`src/rtl/acc_seq_ctrl.sv`:
```
// rtl/acc_seq_ctrl.sv - burst sequencer driving an external accumulator register
// Sums len operands into the downstream register, with optional saturation and a sticky overflow flag.
module acc_seq_ctrl #(
   parameter int N     = 8,
   parameter int CNT_W = 4,
   parameter int SAT   = 1
) (
   input  logic                    clk,
   input  logic                    rst,
   input  logic                    start,
   input  logic [CNT_W-1:0]        len,
   input  logic                    in_valid,
   input  logic signed [N-1:0]     in_data,
   output logic                    in_ready,
   input  logic signed [N-1:0]     ac_q,
   output logic                    ac_en,
   output logic signed [N-1:0]     ac_d,
   output logic                    busy,
   output logic                    done,
   output logic                    ovf
);

   typedef enum logic [1:0] {IDLE, CLEAR, ACCUM, DONE} state_t;

   localparam logic signed [N-1:0] MAXV = {1'b0, {(N-1){1'b1}}};
   localparam logic signed [N-1:0] MINV = {1'b1, {(N-1){1'b0}}};

   state_t              state;
   logic [CNT_W-1:0]    count;
   logic signed [N:0]   sum;
   logic signed [N-1:0] adj;
   logic                add_ovf;
   logic                hs;

   assign sum     = {ac_q[N-1], ac_q} + {in_data[N-1], in_data};
   assign add_ovf = (ac_q[N-1] == in_data[N-1]) && (sum[N-1] != ac_q[N-1]);

   // Overflow direction follows the common operand sign.
   always_comb begin
      adj = sum[N-1:0];
      if (add_ovf && (SAT != 0))
         adj = ac_q[N-1] ? MINV : MAXV;
   end

   // Combinational so the register loads on the acceptance edge itself.
   assign hs       = (state == ACCUM) && in_valid;
   assign in_ready = (state == ACCUM);
   assign ac_en    = (state == CLEAR) || hs;
   assign ac_d     = hs ? adj : '0;

   always_ff @(posedge clk or posedge rst) begin
      if (rst) begin
         state <= IDLE;
         count <= '0;
         ovf   <= 1'b0;
         busy  <= 1'b0;
         done  <= 1'b0;
      end else begin
         case (state)
            IDLE: begin
               if (start) begin
                  count <= len;
                  ovf   <= 1'b0;
                  busy  <= 1'b1;
                  state <= CLEAR;
               end
            end
            CLEAR: begin
               if (count == '0) begin
                  state <= DONE;
                  done  <= 1'b1;
               end else begin
                  state <= ACCUM;
               end
            end
            ACCUM: begin
               if (in_valid) begin
                  count <= count - 1'b1;
                  if (add_ovf)
                     ovf <= 1'b1;
                  if (count == CNT_W'(1)) begin
                     state <= DONE;
                     done  <= 1'b1;
                  end
               end
            end
            DONE: begin
               state <= IDLE;
               busy  <= 1'b0;
               done  <= 1'b0;
            end
            default: begin
               state <= IDLE;
               busy  <= 1'b0;
               done  <= 1'b0;
            end
         endcase
      end
   end

endmodule
```
`config.mk`:
```
export PLATFORM = sky130hd
export DESIGN_NAME = acc_seq_ctrl
export DESIGN_NICKNAME = d
export VERILOG_FILES = /design/src/rtl/acc_seq_ctrl.sv
export SDC_FILE = /design/constraint.sdc
export NUM_CORES = 1
export LEC_CHECK = 0
export BUFFER_PORTS_ARGS = -buffer_cell sky130_fd_sc_hd__buf_2
export CAP_MARGIN = 25
export CORE_UTILIZATION = 40
export CTS_CLUSTER_DIAMETER = 100
export CTS_CLUSTER_SIZE = 40
export DETAILED_ROUTE_END_ITERATION = 8
export PLACE_DENSITY = 0.68
export SLEW_MARGIN = 20
export SYNTH_ARGS = -nofsm -noshare
export SYNTH_HDL_FRONTEND = slang
export SYNTH_SLANG_ARGS = --single-unit
```
`constraint.sdc`:
```
create_clock -name clk -period 2.05 [get_ports clk]
set_input_delay 0 -clock clk [delete_from_list [all_inputs] [get_ports clk]]
set_output_delay 0 -clock clk [all_outputs]
set_load 0.1 [all_outputs]
```
==> impl_results.rst <==
.. list-table::
   :header-rows: 1

   * - Metric
     - Value
   * - Cell-internal power
     - 0.000794 W
   * - Clock-pin slew reported for the worst setup and hold paths after clock tree synthesis
     - 0.06 ns
   * - Proportion of synthesized flip-flops having asynchronous set or reset
     - 100%
   * - Setup slack of the critical path after layout
     - 0.150 ns
   * - Endpoint of the worst-slack reg-to-reg timing path
     - ovf
   * - Switching pwr
     - 0.00118 W
   * - Number of register bits inferred by synthesis
     - 9
   * - Synth Area in Compound Gates
     - 33.2%
   * - Critical path launch point type
     - input pin
   * - Clock latency of the later-clocked register in the worst-skew pair
     - 0.27 ns
   * - Worst max-slew margin expressed relative to the limit
     - 67.9%
   * - Leading register cell type out of synthesis
     - sky130_fd_sc_hd__dfrtp_1
   * - Maximum frequency from static timing analysis
     - 526 MHz
   * - Number of vias after detailed routing
     - 1079
   * - Number of max-slew violations in the final report
     - 0
   * - Fraction of synthesized area in multiplexers
     - 1.90%
   * - Final net count
     - 210
   * - Minimum hold slack
     - 0.0463 ns
   * - Synthesized area
     - 1060 um2
   * - Effective utilization at floorplan
     - 42.6%
   * - Total of warnings raised by yosys
     - 0
   * - Diodes inserted
     - 0
   * - Max cap viols
     - 0
   * - Worst setup slack after placement
     - 0.0741 ns
   * - Area growth syn-to-layout
     - 42.9%
   * - Filler cell count in the final layout
     - 252
   * - Design area
     - 1510 um2
   * - Total setup violations reported at the end of the flow
     - 0
   * - Cell count of the worst reg-to-reg path
     - 6
   * - IO Pins
     - 37
   * - TritonCTS clock tree
     - yes
   * - Distinct cells, synth
     - 39
   * - Power Density
     - 1310 nW/um2
   * - Power consumption
     - 0.00198 W
   * - Via-to-Cell Ratio
     - 5.37
   * - Gpl congestion
     - 0.794
   * - Endpoint arrival time on the critical path
     - 1.90 ns
   * - Post-synthesis net count
     - 167
   * - Maximum number of pins on one net before global-route repair
     - 13
   * - Clock network power share
     - 7.1%
   * - Slew of the pin with the lowest slew margin
     - 0.485 ns
   * - Status
     - completed
   * - Share of synthesized area occupied by flip-flops and latches
     - 21.3%
   * - Proportion of power drawn by flip-flops and latches
     - 17.3%
   * - Overall die width
     - 53.4 um
   * - Combinational cell fraction of total power
     - 75.6%
   * - Full die area
     - 2850 um2
   * - Hold/Removal Path Class
     - in2reg
   * - CTS HTree Levels
     - 1
   * - Mean cell area of the mapped netlist
     - 8.19 um2
   * - Synthesized-area fraction occupied by and/or/nand/nor cells
     - 19.9%
   * - Critical path endpoint category
     - output pin
   * - Synth Instances
     - 129
   * - Switching Fraction
     - 59.8%
   * - Wirelength, routed
     - 2500 um
   * - Placed Cells incl. Taps
     - 195
   * - Critical path class
     - in2out
   * - Adder-cell share of the synthesized area
     - 17.3%
   * - End of the worst hold path
     - count[2]
   * - Die Span Y
     - 53.4 um
   * - Leakage Power
     - 0.688 nW
   * - Routed wire per std cell
     - 12.4 um
   * - Layout Skew
     - 0.00257 ns
   * - Dominant combinational cell family by area after synthesis
     - compound AO/OA/AOI/OAI gates
   * - Max rail drop VDD
     - 1320 uV
   * - DRC violation count after routing
     - 0
   * - Buffers on Ports
     - 36
   * - Layout Cells excl Fill
     - 201
   * - Buffer levels on the longest clock path
     - 2
   * - Vias in the first global route
     - 1043
   * - Data required, critical path
     - 2.05 ns
   * - Startpoint of the most critical hold path
     - len[2]
   * - Drt first-iter violations
     - 10
   * - GRT Total Usage
     - 20.5%
   * - Critical R2R Launch
     - state[1]
   * - GR Overflow Total
     - 0
   * - Remaining antenna violation count
     - 0
   * - HPWL Detailed
     - 2160 um
   * - Number of detailed-routing iterations run before antenna repair
     - 2
   * - CP max FO
     - 3
   * - Hold path cells
     - 3
   * - Buffer type at the clock tree root
     - sky130_fd_sc_hd__clkbuf_4
   * - Number of synthesized flops with an enable pin
     - 0
   * - Portion of the clock cycle consumed by the worst path in the final layout
     - 92.7%
   * - Worst R2R Setup Slack
     - 0.40 ns
   * - Total placed instance area
     - 1450 um2
   * - Proportion of layout cells with a drive suffix above 1
     - 35.7%
   * - Core Rows
     - 18
   * - Xor/xnor share of the synthesized area
     - 2.49%
   * - Antenna violations before repair
     - 0
   * - First-pass GRT wire length
     - 4210 um
   * - Total clock sinks
     - 9
   * - Core box area
     - 2480 um2
   * - Count of endpoints failing hold in the final timing report
     - 0
   * - Time the final worst path needs with I/O delays and setup
     - 1.90 ns
   * - Clock buffer count from CTS
     - 3
-- cell type report --
type	count	area (um2)	share of cell area, %
multi-input cells	110	888	58.9
repair buffers	39	298	19.7
flip-flops and latches	9	225	14.9
well taps	30	37.5	2.49
inverters	9	33.8	2.24
clock buffers	4	26.3	1.74
-- worst max path at each step --
stage	endpoint	startpoint	depth (start not counted)	slack, ns
after detailed placement	ac_d[6]	in_data[0]	9	0.07
after floorplan	ac_d[3]	state[0]	7	0.09
after global routing	ac_d[6]	in_data[0]	9	-0.02
after global placement	ac_d[6]	in_data[0]	9	0.10
after CTS	ac_d[6]	state[0]	8	0.04
final	ac_d[6]	in_data[0]	9	0.15
-- cells in the mapped netlist (2+ instances only) --
| cell | count | share of area [%] |
|---|---|---|
| sky130_fd_sc_hd__a21o_1 | 3 | 2.1 |
| sky130_fd_sc_hd__dfrtp_1 | 9 | 21 |
| sky130_fd_sc_hd__nor2_1 | 7 | 2.5 |
| sky130_fd_sc_hd__o21ai_0 | 7 | 3.3 |
| sky130_fd_sc_hd__ha_1 | 13 | 15 |
| sky130_fd_sc_hd__o21ai_2 | 2 | 1.7 |
| sky130_fd_sc_hd__nand2_1 | 14 | 5.0 |
| sky130_fd_sc_hd__mux2i_1 | 2 | 1.9 |
| sky130_fd_sc_hd__a211oi_1 | 3 | 2.1 |
| sky130_fd_sc_hd__o21ai_1 | 5 | 2.4 |
| sky130_fd_sc_hd__nand3_1 | 7 | 3.3 |
| sky130_fd_sc_hd__a21oi_2 | 2 | 1.7 |
| sky130_fd_sc_hd__inv_1 | 9 | 3.2 |
| sky130_fd_sc_hd__nand2b_1 | 5 | 3.0 |
| sky130_fd_sc_hd__a21oi_1 | 12 | 5.7 |
| sky130_fd_sc_hd__xor2_1 | 2 | 1.7 |
| sky130_fd_sc_hd__o211ai_1 | 3 | 2.1 |
| sky130_fd_sc_hd__o21bai_1 | 2 | 1.4 |
| sky130_fd_sc_hd__nor2b_1 | 2 | 1.2 |
-- critical path, cell delays in order --
cell and delay, ns:
sky130_fd_sc_hd__buf_2 0.10, sky130_fd_sc_hd__ha_1 0.22, sky130_fd_sc_hd__fa_2 0.38, sky130_fd_sc_hd__a211o_1 0.30
sky130_fd_sc_hd__a2111oi_1 0.32, sky130_fd_sc_hd__nand3b_1 0.18, sky130_fd_sc_hd__nand3_1 0.13, sky130_fd_sc_hd__nand2_4 0.10
sky130_fd_sc_hd__buf_12 0.17
-- timing repair --
action | in CTS | in global routing
gates resized for setup | 0 | 4
buffers inserted | 0 | 0
endpoints found under the setup margin | 0 | 3
hold buffers | 2 | 0
hold endpoints to repair | 10 | 0
-- registers in the layout (all words and copies together) (netlist names) --
register,cells
count,4
state,2
busy,1
done,1
ovf,1
-- metrics by stage --
| stage | utilization, % | setup TNS (ns) |
|---|---|---|
| global route | 60.9 | -0.0195 |
| CTS | 60.6 | 0 |
| finish | 60.9 | 0 |
| detailed placement | 58.7 | 0 |
| floorplan | - | 0 |
| global placement | 58.7 | 0 |
-- power groups by stage --
stage          sequential, W  combinational, W  clock [W]
3_3_place_gp        0.000339           0.00146          0
4_1_cts             0.000341           0.00150   0.000149
6_report            0.000342           0.00149   0.000141
3_5_place_dp        0.000345           0.00149          0
2_1_floorplan       0.000519           0.00102          0
5_1_grt             0.000355           0.00163   0.000153
-- layout by cell type (no fill, tap or decap), types with 2 or more instances in the layout --
cell type	n
sky130_fd_sc_hd__buf_2	30
sky130_fd_sc_hd__ha_1	12
sky130_fd_sc_hd__nand2_1	10
sky130_fd_sc_hd__dfrtp_1	9
sky130_fd_sc_hd__inv_1	8
sky130_fd_sc_hd__a21oi_1	8
sky130_fd_sc_hd__nand3_1	7
sky130_fd_sc_hd__o21ai_0	7
sky130_fd_sc_hd__nor2_1	7
sky130_fd_sc_hd__a21oi_4	6
sky130_fd_sc_hd__buf_12	6
sky130_fd_sc_hd__o21ai_1	5
sky130_fd_sc_hd__nand2b_1	4
sky130_fd_sc_hd__o211ai_1	3
sky130_fd_sc_hd__a211oi_1	3
sky130_fd_sc_hd__a21o_1	3
sky130_fd_sc_hd__clkbuf_4	3
sky130_fd_sc_hd__nand2_4	2
sky130_fd_sc_hd__nor2b_1	2
sky130_fd_sc_hd__o21ai_2	2
sky130_fd_sc_hd__mux2i_1	2
sky130_fd_sc_hd__xor2_1	2
sky130_fd_sc_hd__nand2_2	2
sky130_fd_sc_hd__o21bai_1	2
sky130_fd_sc_hd__dlygate4sd3_1	2
-- logic make-up (layout without fill, tap and decap cells) --
kind of cell               after synthesis  in the layout
AOI/OAI and AO/OA                       50             50
and+or+nand+nor                         41             41
adders and majority gates               14             14
buffers and inverters                   10             52
DFF                                      9              9
xor gates and xnor gates                 3              3
muxes                                    2              2
-- metal layers --
metal  global-route usage [%]  share of wire (%)
met4                     11.8                3.2
met3                     1.72                3.2
met2                     39.2                 55
met5                        0                  0
met1                     21.1                 39
(Power assumes the default switching activity.)
